File: config.mk
export PLATFORM = sky130hd
export DESIGN_NAME = sa_cache_flat
export DESIGN_NICKNAME = d
export VERILOG_FILES = /design/src/rtl/sa_cache_if.sv /design/src/rtl/sa_cache.sv /design/src/flat_wrapper.sv
export SDC_FILE = /design/constraint.sdc
export NUM_CORES = 1
export LEC_CHECK = 0
export BUFFER_PORTS_ARGS = -buffer_cell sky130_fd_sc_hd__buf_2
export CAP_MARGIN = 10
export CORE_AREA = 3 3 257 259
export CTS_CLUSTER_SIZE = 12
export DETAILED_ROUTE_END_ITERATION = 12
export DIE_AREA = 0 0 260 262
export PLACE_DENSITY = 0.8
export SETUP_SLACK_MARGIN = 0.3
export SLEW_MARGIN = 0
export SYNTH_ARGS = -nofsm -noshare
export SYNTH_HDL_FRONTEND = slang
export SYNTH_SLANG_ARGS = --single-unit
File: constraint.sdc
create_clock -name clk -period 13.4 [get_ports clk]
set_input_delay 1.34 -clock clk [delete_from_list [all_inputs] [get_ports clk]]
set_output_delay 1.34 -clock clk [all_outputs]
set_load 0.03 [all_outputs]
File: src/rtl/sa_cache_if.sv
// CPU-side and memory-side signal bundle for sa_cache.
// slave modport is the cache's view; master is the CPU/memory environment's view.
interface sa_cache_if #(
    parameter int ADDR_WIDTH = 32,
    parameter int DATA_WIDTH = 32
);
    logic                  cpu_req;
    logic                  cpu_we;
    logic [ADDR_WIDTH-1:0] cpu_addr;
    logic [DATA_WIDTH-1:0] cpu_wdata;
    logic [DATA_WIDTH-1:0] cpu_rdata;
    logic                  cpu_ready;
    logic                  hit;
    logic                  miss;
    logic                  mem_req;
    logic                  mem_we;
    logic [ADDR_WIDTH-1:0] mem_addr;
    logic [DATA_WIDTH-1:0] mem_wdata;
    logic [DATA_WIDTH-1:0] mem_rdata;
    logic                  mem_ack;
    logic [31:0]           stat_hits;
    logic [31:0]           stat_misses;

    modport slave (
        input  cpu_req, cpu_we, cpu_addr, cpu_wdata, mem_rdata, mem_ack,
        output cpu_rdata, cpu_ready, hit, miss,
        output mem_req, mem_we, mem_addr, mem_wdata, stat_hits, stat_misses
    );

    modport master (
        output cpu_req, cpu_we, cpu_addr, cpu_wdata, mem_rdata, mem_ack,
        input  cpu_rdata, cpu_ready, hit, miss,
        input  mem_req, mem_we, mem_addr, mem_wdata, stat_hits, stat_misses
    );
endinterface

File: src/rtl/sa_cache.sv
// 2-way set-associative, write-through / no-write-allocate word cache with one LRU bit per set.
// Read hits complete in 0 wait states; SA_CACHE_STATS_EN adds read hit/miss counters.
module sa_cache #(
    parameter int ADDR_WIDTH = 32,
    parameter int DATA_WIDTH = 32,
    parameter int SET_BITS   = 3
) (
    input  logic        clk,
    input  logic        rst_n,
    sa_cache_if.slave   bus
);
    localparam int NUM_SETS = 2 ** SET_BITS;
    localparam int WORD_W   = ADDR_WIDTH - 2;
    localparam int TAG_W    = ADDR_WIDTH - SET_BITS - 2;

    typedef enum logic [1:0] {IDLE, FETCH, WRITE} state_t;

    state_t                  state_q;
    logic [1:0]              valid_q [NUM_SETS];
    logic [NUM_SETS-1:0]     lru_q;
    logic [TAG_W-1:0]        tag_q   [NUM_SETS][2];
    logic [DATA_WIDTH-1:0]   data_q  [NUM_SETS][2];
    logic                    mem_req_q;
    logic                    mem_we_q;
    logic [ADDR_WIDTH-1:0]   mem_addr_q;
    logic [DATA_WIDTH-1:0]   mem_wdata_q;

    // In IDLE the live CPU address is looked up; once a transaction is open,
    // the latched memory address is used so CPU changes have no effect.
    logic [WORD_W-1:0]       lk_word;
    logic [SET_BITS-1:0]     idx;
    logic [TAG_W-1:0]        lk_tag;
    logic                    hit0, hit1, any_hit, hit_way, victim;
    logic                    idle_req, rd_hit, fetch_done, write_done;

    assign lk_word = (state_q == IDLE) ? bus.cpu_addr[ADDR_WIDTH-1:2] : mem_addr_q[ADDR_WIDTH-1:2];
    assign idx     = lk_word[SET_BITS-1:0];
    assign lk_tag  = lk_word[WORD_W-1:SET_BITS];

    assign hit0    = valid_q[idx][0] && (tag_q[idx][0] == lk_tag);
    assign hit1    = valid_q[idx][1] && (tag_q[idx][1] == lk_tag);
    assign any_hit = hit0 || hit1;
    assign hit_way = hit0 ? 1'b0 : 1'b1;
    assign victim  = !valid_q[idx][0] ? 1'b0 :
                     !valid_q[idx][1] ? 1'b1 : lru_q[idx];

    assign idle_req   = rst_n && (state_q == IDLE) && bus.cpu_req;
    assign rd_hit     = idle_req && !bus.cpu_we && any_hit;
    assign fetch_done = rst_n && (state_q == FETCH) && bus.mem_ack;
    assign write_done = rst_n && (state_q == WRITE) && bus.mem_ack;

    assign bus.hit       = idle_req && any_hit;
    assign bus.miss      = idle_req && !any_hit;
    assign bus.cpu_ready = rd_hit || fetch_done || write_done;
    assign bus.cpu_rdata = (state_q == FETCH) ? bus.mem_rdata : data_q[idx][hit_way];
    assign bus.mem_req   = mem_req_q;
    assign bus.mem_we    = mem_we_q;
    assign bus.mem_addr  = mem_addr_q;
    assign bus.mem_wdata = mem_wdata_q;

    always_ff @(posedge clk) begin
        if (!rst_n) begin
            state_q   <= IDLE;
            lru_q     <= '0;
            mem_req_q <= 1'b0;
            mem_we_q  <= 1'b0;
            for (int s = 0; s < NUM_SETS; s++) begin
                valid_q[s] <= 2'b00;
            end
        end else begin
            case (state_q)
                IDLE: begin
                    if (bus.cpu_req) begin
                        if (!bus.cpu_we && any_hit) begin
                            lru_q[idx] <= ~hit_way;
                        end else begin
                            state_q     <= bus.cpu_we ? WRITE : FETCH;
                            mem_req_q   <= 1'b1;
                            mem_we_q    <= bus.cpu_we;
                            mem_addr_q  <= bus.cpu_addr & ~ADDR_WIDTH'(3);
                            mem_wdata_q <= bus.cpu_wdata;
                        end
                    end
                end
                FETCH: begin
                    if (bus.mem_ack) begin
                        valid_q[idx][victim] <= 1'b1;
                        lru_q[idx]           <= ~victim;
                        mem_req_q            <= 1'b0;
                        state_q              <= IDLE;
                    end
                end
                WRITE: begin
                    if (bus.mem_ack) begin
                        if (any_hit) begin
                            lru_q[idx] <= ~hit_way;
                        end
                        mem_req_q <= 1'b0;
                        mem_we_q  <= 1'b0;
                        state_q   <= IDLE;
                    end
                end
                default: state_q <= IDLE;
            endcase
        end
    end

    // Tag/data arrays carry no reset; validity alone gates their use.
    always_ff @(posedge clk) begin
        if (fetch_done) begin
            tag_q[idx][victim]  <= lk_tag;
            data_q[idx][victim] <= bus.mem_rdata;
        end else if (write_done && any_hit) begin
            data_q[idx][hit_way] <= mem_wdata_q;
        end
    end

`ifdef SA_CACHE_STATS_EN
    logic [31:0] stat_hits_q, stat_hits_d;
    logic [31:0] stat_misses_q, stat_misses_d;

    assign stat_hits_d   = stat_hits_q + 32'd1;
    assign stat_misses_d = stat_misses_q + 32'd1;

    always_ff @(posedge clk) begin
        if (!rst_n) begin
            stat_hits_q   <= '0;
            stat_misses_q <= '0;
        end else begin
            if (rd_hit) begin
                stat_hits_q <= stat_hits_d;
            end
            if (fetch_done) begin
                stat_misses_q <= stat_misses_d;
            end
        end
    end

    assign bus.stat_hits   = stat_hits_q;
    assign bus.stat_misses = stat_misses_q;
`else
    assign bus.stat_hits   = 32'd0;
    assign bus.stat_misses = 32'd0;
`endif
endmodule

File: src/flat_wrapper.sv
// flat-port wrapper written by rule: the top's interface ports become plain ports
module sa_cache_flat 
#(
    parameter int ADDR_WIDTH = 32,
    parameter int DATA_WIDTH = 32,
    parameter int SET_BITS   = 3
)
  (clk, rst_n, bus_cpu_req, bus_cpu_we, bus_cpu_addr, bus_cpu_wdata, bus_mem_rdata, bus_mem_ack, bus_cpu_rdata, bus_cpu_ready, bus_hit, bus_miss, bus_mem_req, bus_mem_we, bus_mem_addr, bus_mem_wdata, bus_stat_hits, bus_stat_misses);
  sa_cache_if #(.ADDR_WIDTH(ADDR_WIDTH), .DATA_WIDTH(DATA_WIDTH)) bus_i ();
  input  logic clk;
  input  logic rst_n;
  input wire logic [$bits(bus_i.cpu_req)-1:0] bus_cpu_req;
  input wire logic [$bits(bus_i.cpu_we)-1:0] bus_cpu_we;
  input wire logic [$bits(bus_i.cpu_addr)-1:0] bus_cpu_addr;
  input wire logic [$bits(bus_i.cpu_wdata)-1:0] bus_cpu_wdata;
  input wire logic [$bits(bus_i.mem_rdata)-1:0] bus_mem_rdata;
  input wire logic [$bits(bus_i.mem_ack)-1:0] bus_mem_ack;
  output wire logic [$bits(bus_i.cpu_rdata)-1:0] bus_cpu_rdata;
  output wire logic [$bits(bus_i.cpu_ready)-1:0] bus_cpu_ready;
  output wire logic [$bits(bus_i.hit)-1:0] bus_hit;
  output wire logic [$bits(bus_i.miss)-1:0] bus_miss;
  output wire logic [$bits(bus_i.mem_req)-1:0] bus_mem_req;
  output wire logic [$bits(bus_i.mem_we)-1:0] bus_mem_we;
  output wire logic [$bits(bus_i.mem_addr)-1:0] bus_mem_addr;
  output wire logic [$bits(bus_i.mem_wdata)-1:0] bus_mem_wdata;
  output wire logic [$bits(bus_i.stat_hits)-1:0] bus_stat_hits;
  output wire logic [$bits(bus_i.stat_misses)-1:0] bus_stat_misses;
  assign bus_i.cpu_req = bus_cpu_req;
  assign bus_i.cpu_we = bus_cpu_we;
  assign bus_i.cpu_addr = bus_cpu_addr;
  assign bus_i.cpu_wdata = bus_cpu_wdata;
  assign bus_i.mem_rdata = bus_mem_rdata;
  assign bus_i.mem_ack = bus_mem_ack;
  assign bus_cpu_rdata = bus_i.cpu_rdata;
  assign bus_cpu_ready = bus_i.cpu_ready;
  assign bus_hit = bus_i.hit;
  assign bus_miss = bus_i.miss;
  assign bus_mem_req = bus_i.mem_req;
  assign bus_mem_we = bus_i.mem_we;
  assign bus_mem_addr = bus_i.mem_addr;
  assign bus_mem_wdata = bus_i.mem_wdata;
  assign bus_stat_hits = bus_i.stat_hits;
  assign bus_stat_misses = bus_i.stat_misses;
  sa_cache #(.ADDR_WIDTH(ADDR_WIDTH), .DATA_WIDTH(DATA_WIDTH), .SET_BITS(SET_BITS)) u_core (.clk(clk), .rst_n(rst_n), .bus(bus_i));
endmodule
## After elaboration in Yosys (flattened, before gate mapping)

Memory sizes are Yosys's and may differ from the RTL's.
Cells that the tools add are included.

| word-level totals | value |
|---|---|
| bits in registers | 74 |
| RAM bits | 960 |
| input port bits | 101 |
| output and inout bits | 165 |
| logic and storage cells | 248 |
| memories | 3 |

| cells by class | value |
|---|---|
| $lt $le $gt $ge | 8 |
| equality and inequality tests | 11 |
| muxes and demuxes | 118 |
| bitwise logic cells | 68 |
| reduce and logical (&&, ||, !) cells | 34 |

Memories:

| memory | depth | width | rd ports | clocked after Yosys merged registers in | write ports | RTL line | RTL |
|---|---|---|---|---|---|---|---|
| u_core.data_q | 8 | 64 | 1 | 0 | 1 | sa_cache.sv:22 | `logic [DATA_WIDTH-1:0] data_q [NUM_SETS][2];` |
| u_core.tag_q | 8 | 54 | 1 | 0 | 1 | sa_cache.sv:21 | `logic [TAG_W-1:0] tag_q [NUM_SETS][2];` |
| u_core.valid_q | 8 | 2 | 1 | 0 | 8 | sa_cache.sv:19 | `logic [1:0] valid_q [NUM_SETS];` |

Operators with widths:

| kind | number |
|---|---|
| $mux 32 | 6 |
| $mux 64 | 2 |
| $mux 1 | 82 |
| $demux 32 s1 | 2 |
| $or 1x1->1 | 64 |
| $eq 27x27->1 | 2 |
| $mux 54 | 1 |
| $mux 8 | 5 |
| $mux 30 | 1 |
| $demux 27 s1 | 1 |
| $mux 27 | 1 |
| $pmux 8 s3 | 1 |
| $logic_and 1x1->1 | 18 |
| $bwmux 8 | 2 |
| $mux 2 | 7 |
| $reduce_and 4->1 | 3 |
| $ne 2x2->1 const B | 5 |
| $reduce_and 6->1 | 1 |
| $ge 2x2->1 const B | 2 |
| $lt 2x1->1 const B | 2 |
| $lt 3x4->1 const B | 1 |
| $ne 2x1->1 const B | 2 |
| $not 1->2 | 2 |
| $pmux 1 s2 | 2 |
| 18 further kinds | 24 |

## Logic depth before layout (Yosys ltp)

| logic depth | value |
|---|---|
| depth in word-level cells | 13 |
| mapped depth | 20 |
| mapped depth without buffers | 12 |

## Worst setup path before layout

Ideal clock, no wire load.

| path | value |
|---|---|
| path type | input-to-reg |
| start | input bus_cpu_addr[3] |
| end | register u_core.mem_addr_q[10] (netlist: u_core.bus.mem_addr[10]), enable pin |
| library setup time | 0.482 ns |
| arrival | 5.858 ns |
| data required time | 12.918 ns |
| setup slack | 7.060 ns |
| stages | 14 |
| path buffers | 5 |
| path through | buf_2 -> or3b_1 -> buf_2 -> nand2_4 -> buf_6 -> buf_2 -> a32o_1 -> o21ai_0 -> and4b_1 -> nand4_1 -> or4_1 -> a21oi_1 -> buf_2 -> nor2_1 |

| on the way | value |
|---|---|
| longest elaborated chain between the ends | 8 |
| elaborated cells on any way between the ends | 11 |
| classes of those cells | 2 x eq/ne; 1 x mux; 1 x bitwise; 5 x reduce/logical; 2 x memory |

Ends and longest elaborated chain:

| item | RTL line | RTL |
|---|---|---|
| start, declared | flat_wrapper.sv:14 | `input wire logic [$bits(bus_i.cpu_addr)-1:0] bus_cpu_addr;` |
| $mux 30 (*) | sa_cache.sv:36 | `assign lk_word = (state_q == IDLE) ? bus.cpu_addr[ADDR_WIDTH-1:2] : mem_addr_q[ADDR_WIDTH-1:2];` |
| $mem_v2 8x54 | - |  |
| $eq 27x27->1, on equally long branches | sa_cache.sv:40, sa_cache.sv:41 |  |
| $logic_and 1x1->1, on equally long branches | sa_cache.sv:40, sa_cache.sv:41 |  |
| $logic_or 1x1->1 (*) | sa_cache.sv:42 | `assign any_hit = hit0 \|\| hit1;` |
| $logic_and 1x1->1 (*) | sa_cache.sv:74 | `if (!bus.cpu_we && any_hit) begin` |
| $not 1->1 (no source line) (*) | - |  |
| $reduce_and 4->1 (no source line) (*) | - |  |
| end signal, assigned | sa_cache.sv:80 | `mem_addr_q <= bus.cpu_addr & ~ADDR_WIDTH'(3);` |
| end, declared | sa_cache.sv:25 | `logic [ADDR_WIDTH-1:0] mem_addr_q;` |

Every way passes the cells marked *; elsewhere a longest branch is shown, timed or not.
A chain may end at the register's enable or synchronous reset.

## Final worst setup path

| path | value |
|---|---|
| start | register u_core.state_q[1] |
| end | output bus_cpu_ready |

| on the way | value |
|---|---|
| longest elaborated chain between the ends | 9 |
| elaborated cells on any way between the ends | 21 |
| classes of those cells | 4 x eq/ne; 1 x mux; 14 x reduce/logical; 2 x memory |

Ends and longest elaborated chain:

| item | RTL line | RTL |
|---|---|---|
| start, declared | sa_cache.sv:18 | `state_t state_q;` |
| start signal, assigned | sa_cache.sv:77 | `state_q <= bus.cpu_we ? WRITE : FETCH;` |
| $logic_not 2->1 | sa_cache.sv:36, sa_cache.sv:47 |  |
| $mux 30 | sa_cache.sv:36 |  |
| $mem_v2 8x54 | - |  |
| $eq 27x27->1, on equally long branches | sa_cache.sv:40, sa_cache.sv:41 |  |
| $logic_and 1x1->1, on equally long branches | sa_cache.sv:40, sa_cache.sv:41 |  |
| $logic_or 1x1->1 | sa_cache.sv:42 |  |
| $logic_and 1x1->1 | sa_cache.sv:48 | `assign rd_hit = idle_req && !bus.cpu_we && any_hit;` |
| $logic_or 1x1->1 | sa_cache.sv:54 | `assign bus.cpu_ready = rd_hit \|\| fetch_done \|\| write_done;` |
| $logic_or 1x1->1 (*) | sa_cache.sv:54 |  |
| end, declared | flat_wrapper.sv:19 | `output wire logic [$bits(bus_i.cpu_ready)-1:0] bus_cpu_ready;` |

Marked as above.

==> impl_results.md <==
* Remaining global-route overflow at 0
* Antenna violations before repair at 3
* Drt total wl at 111000 µm
* Top Ports at 266
* Nets at 2953
* Worst reg2reg startpoint: u_core.state_q[1]
* Filler cells at 3839
* Vias/cell at 7.02
* Compound-gate portion of the synthesized area at 10.2%
* Clk buf depth at 3
* Layout cells sized above 1 at 17.2%
* Place WS at 4.82 ns
* Vias in the first global route at 26700
* Reported max-cap violation count at 0
* PnR worst setup slack at 3.81 ns
* Synth Area per Inst at 15.7 µm²
* CP startpoint: u_core.state_q[1]
* Synth Area in XOR/XNOR at 0.0843%
* Crit. End Element: primary output
* Mux cell area share after synthesis at 5.40%
* Final Cycle Share at 71.6%
* Pwr per Cell Area at 167 nW/µm²
* Share of flip-flops with an asynchronous set or reset at 0%
* CP max-delay cell: a21oi_1
* Largest net degree at the start of global routing at 148
* CTS sink cnt at 1034
* Routability congestion estimate from global placement at 0.908
* Final setup TNS at 0 ns
* Reg-to-reg endpoint: u_core.bus.mem_wdata[5]
* Netlist cell types at 71
* Simple-gate share of the synthesized area at 6.64%
* H-tree depth at 3
* CP peak stage delay at 1.03 ns
* Fmax at 104 MHz
* Chip Height at 262 µm
* Area Overhead vs Synth at 11.6%
* Synth warn at 0
* Main synth FF type: edfxtp_1
* Worst skew pair latency at 0.69 ns
* Inserted Clock Buffers at 102
* Synthesized flop and latch total at 1034
* IO Port Bufs at 197
* Residual DRC at 0
* Core box area at 64100 µm²
* Final Critical Period at 9.59 ns
* WL per Instance at 29.5 µm
* DR iter-0 viols at 4234
* Req. time, crit path at 12.06 ns
* Dpl cells at 3599
* Total Routing Usage GR at 32.5%
* First-pass detailed-route iteration total at 6
* Reg2reg setup slack at 5.16 ns
* Largest family of logic cells by synthesized area: compound AO/OA/AOI/OAI gates
* Via Count at 26500
* FP Rows at 93
* Post-cts sizing count at 0
* Detailed Place HPWL at 59700 µm
* Reg clk slew, reported paths at 0.06 ns
* Starting density of the core at 64.8%
* Root buf cell: clkbuf_16
* CTS tree: done
* Leak Pwr at 15.8 nW
* Final Hold Viols at 0
* Cell Chain, Critical Path: inv_1 -> ha_4 -> buf_4 -> mux2_8 -> buf_12 -> mux2i_1 -> a32oi_1 -> a21oi_1 -> nor4b_1 -> nand4_1 -> or4_2 -> buf_4 -> a21oi_1 -> a41o_1 -> buf_2
* WS Path Type: reg2out
* Status: finished, final reports clean
* R2R depth at 15
* Setup violations, final at 0
* Tightest Pin Transition at 1.27 ns
* Hold-fix buffers, CTS at 0
* Post-CTS Setup Bufs at 0
* Skew final at 0.0441 ns
* Crit path capture: bus_cpu_ready
* CP max FO at 118
* Worst hold path class: reg2reg
* DRT antenna net count at 0
* Startpoint types: register
* Mapped Area at 41600 µm²
* Finished Layout Cells at 3773
* Post-Synth Adder-Cell Area at 0.120%
* Pins Over Slew Limit at 0
* Die extent in x at 260 µm
* First-pass GRT wire length at 163000 µm
* Register area share after synthesis at 74.0%
* Maximum VDD drop at 0.000149 V
* Mapped Cells at 2653
* RSZ-0062 raised after global routing: false
* CP arrival at 8.25 ns
* Post-synth EDFFs at 1006
* Die footprint at 68100 µm²
* Slew headroom at 14.6%
-- synthesized netlist by cell type (18+ instances only) --
| master | count | area share [%] |
|---|---|---|
| a221oi_1 | 43 | 0.91 |
| o21ai_0 | 60 | 0.72 |
| inv_1 | 35 | 0.32 |
| mux2i_1 | 136 | 3.3 |
| a21oi_1 | 74 | 0.89 |
| nand4_1 | 29 | 0.44 |
| buf_6 | 18 | 0.49 |
| edfxtp_1 | 1006 | 73 |
| nand2_1 | 290 | 2.6 |
| mux2_4 | 31 | 1.1 |
| buf_2 | 44 | 0.53 |
| dfxtp_1 | 28 | 1.3 |
| a22oi_1 | 122 | 2.2 |
| a222oi_1 | 36 | 0.87 |
| nand3_1 | 45 | 0.54 |
| buf_4 | 75 | 1.4 |
| clkbuf_1 | 73 | 0.66 |
| nor4_1 | 35 | 0.53 |
| mux2_2 | 36 | 0.98 |
| a22o_1 | 30 | 0.63 |
| and3_1 | 32 | 0.48 |
| a32oi_1 | 97 | 2.0 |
| buf_1 | 18 | 0.16 |
| nor2_1 | 67 | 0.60 |
-- critical path, delay by kind of cell (launching register included) --
| kind | cells | cell delay (ns) |
|---|---|---|
| AOI/OAI and AO/OA | 4 | 1.86 |
| adders and majority gates | 1 | 0.47 |
| buffers and inverters | 5 | 1.87 |
| DFF | 1 | 0.35 |
| muxes | 2 | 0.99 |
| and+or+nand+nor | 3 | 1.76 |
-- cell families after synthesis --
logic type	after synthesis
flip-flops	1034
AND/OR/NAND/NOR	576
multiplexers	204
adder cells (fa/ha/maj)	4
XOR/XNOR	4
other	1
AO/OA/AOI/OAI	566
buffers and inverters	264
-- area by class of cell --
type                            count  area [µm²]  share of cell area [%]
Tap cell                          855        1070                    2.31
Clock buffer                      148        2790                    6.00
Sequential cell                  1034       30800                    66.3
Antenna cell                        2        5.00                  0.0108
Timing Repair Buffer              254        1440                    3.10
Multi-Input combinational cell   1420        9960                    21.5
Clock inverter                     24         241                   0.520
Inverter                           36         135                   0.291
-- metal layers --
metal  part of all wire (%)  wire (µm)  global-route usage (%)  vias to the layer above
li1                       -          -                       -                    10900
met1                     34      38300                    42.0                    13000
met2                     48      53200                    51.8                     2197
met3                     13      14700                    7.60                      408
met4                    4.6       5100                    17.1                        2
met5                 0.0099         11                       0                        -
-- report_power, final --
group / internal, mW / switching (mW)
registers: 3.66 / 0.0184
clock network: 1.46 / 1.17
logic: 0.399 / 1.02
total: 5.52 / 2.22
-- worst min-delay path by stage --
stage                                       to  cells after the start                  from  slack [ns]
after floorplan           u_core.valid_q[0][0]                      1  u_core.valid_q[0][0]        0.42
after global placement    u_core.valid_q[0][0]                      1  u_core.valid_q[0][0]        0.43
after detailed placement  u_core.valid_q[4][1]                      1  u_core.valid_q[4][1]        0.44
after CTS                 u_core.valid_q[4][1]                      1  u_core.valid_q[4][1]        0.45
after global routing      u_core.valid_q[4][1]                      1  u_core.valid_q[4][1]        0.47
final                     u_core.valid_q[5][0]                      1  u_core.valid_q[5][0]        0.45
-- sequential cells by signal, summed over array words and instances (netlist names) --
register              cells
u_core.bus.mem_req        1
u_core.bus.mem_wdata     32
u_core.tag_q            432
u_core.bus.mem_we         1
u_core.valid_q           16
u_core.data_q           512
u_core.state_q            2
u_core.lru_q              8
u_core.bus.mem_addr      30
-- through the flow --
step	util [%]	total power [mW]	hold slack (ns)	area, µm²
after floorplan	-	4.69	0.420	41800
after global placement	67.7	5.07	0.430	43400
after detailed placement	67.7	5.11	0.438	43400
after CTS	72.4	7.70	0.452	46400
after global routing	72.4	7.93	0.465	46400
final	72.4	7.73	0.454	46400
-- cell usage in the layout (no fill, tap or decap), types with 9 or more instances in the layout --
cell type,count
mux2_4,30
conb_1,66
mux2_2,36
o31ai_1,12
nor2_1,27
o2111ai_1,9
a31oi_1,11
a221oi_1,43
nor4_1,35
a21o_1,15
mux2i_1,135
and3_1,32
clkinv_1,11
o21ai_0,59
a32oi_1,97
nand3_1,45
o22ai_1,12
dfxtp_1,28
a22oi_1,122
a21oi_1,74
clkbuf_16,103
inv_1,35
buf_4,55
nor3_1,11
clkbuf_1,41
nand2_1,289
edfxtp_1,1006
nor2_4,40
a22o_1,30
a222oi_1,36
buf_2,197
and4_1,14
nand4_1,29
No activity file was read; power rests on OpenSTA's default activity.
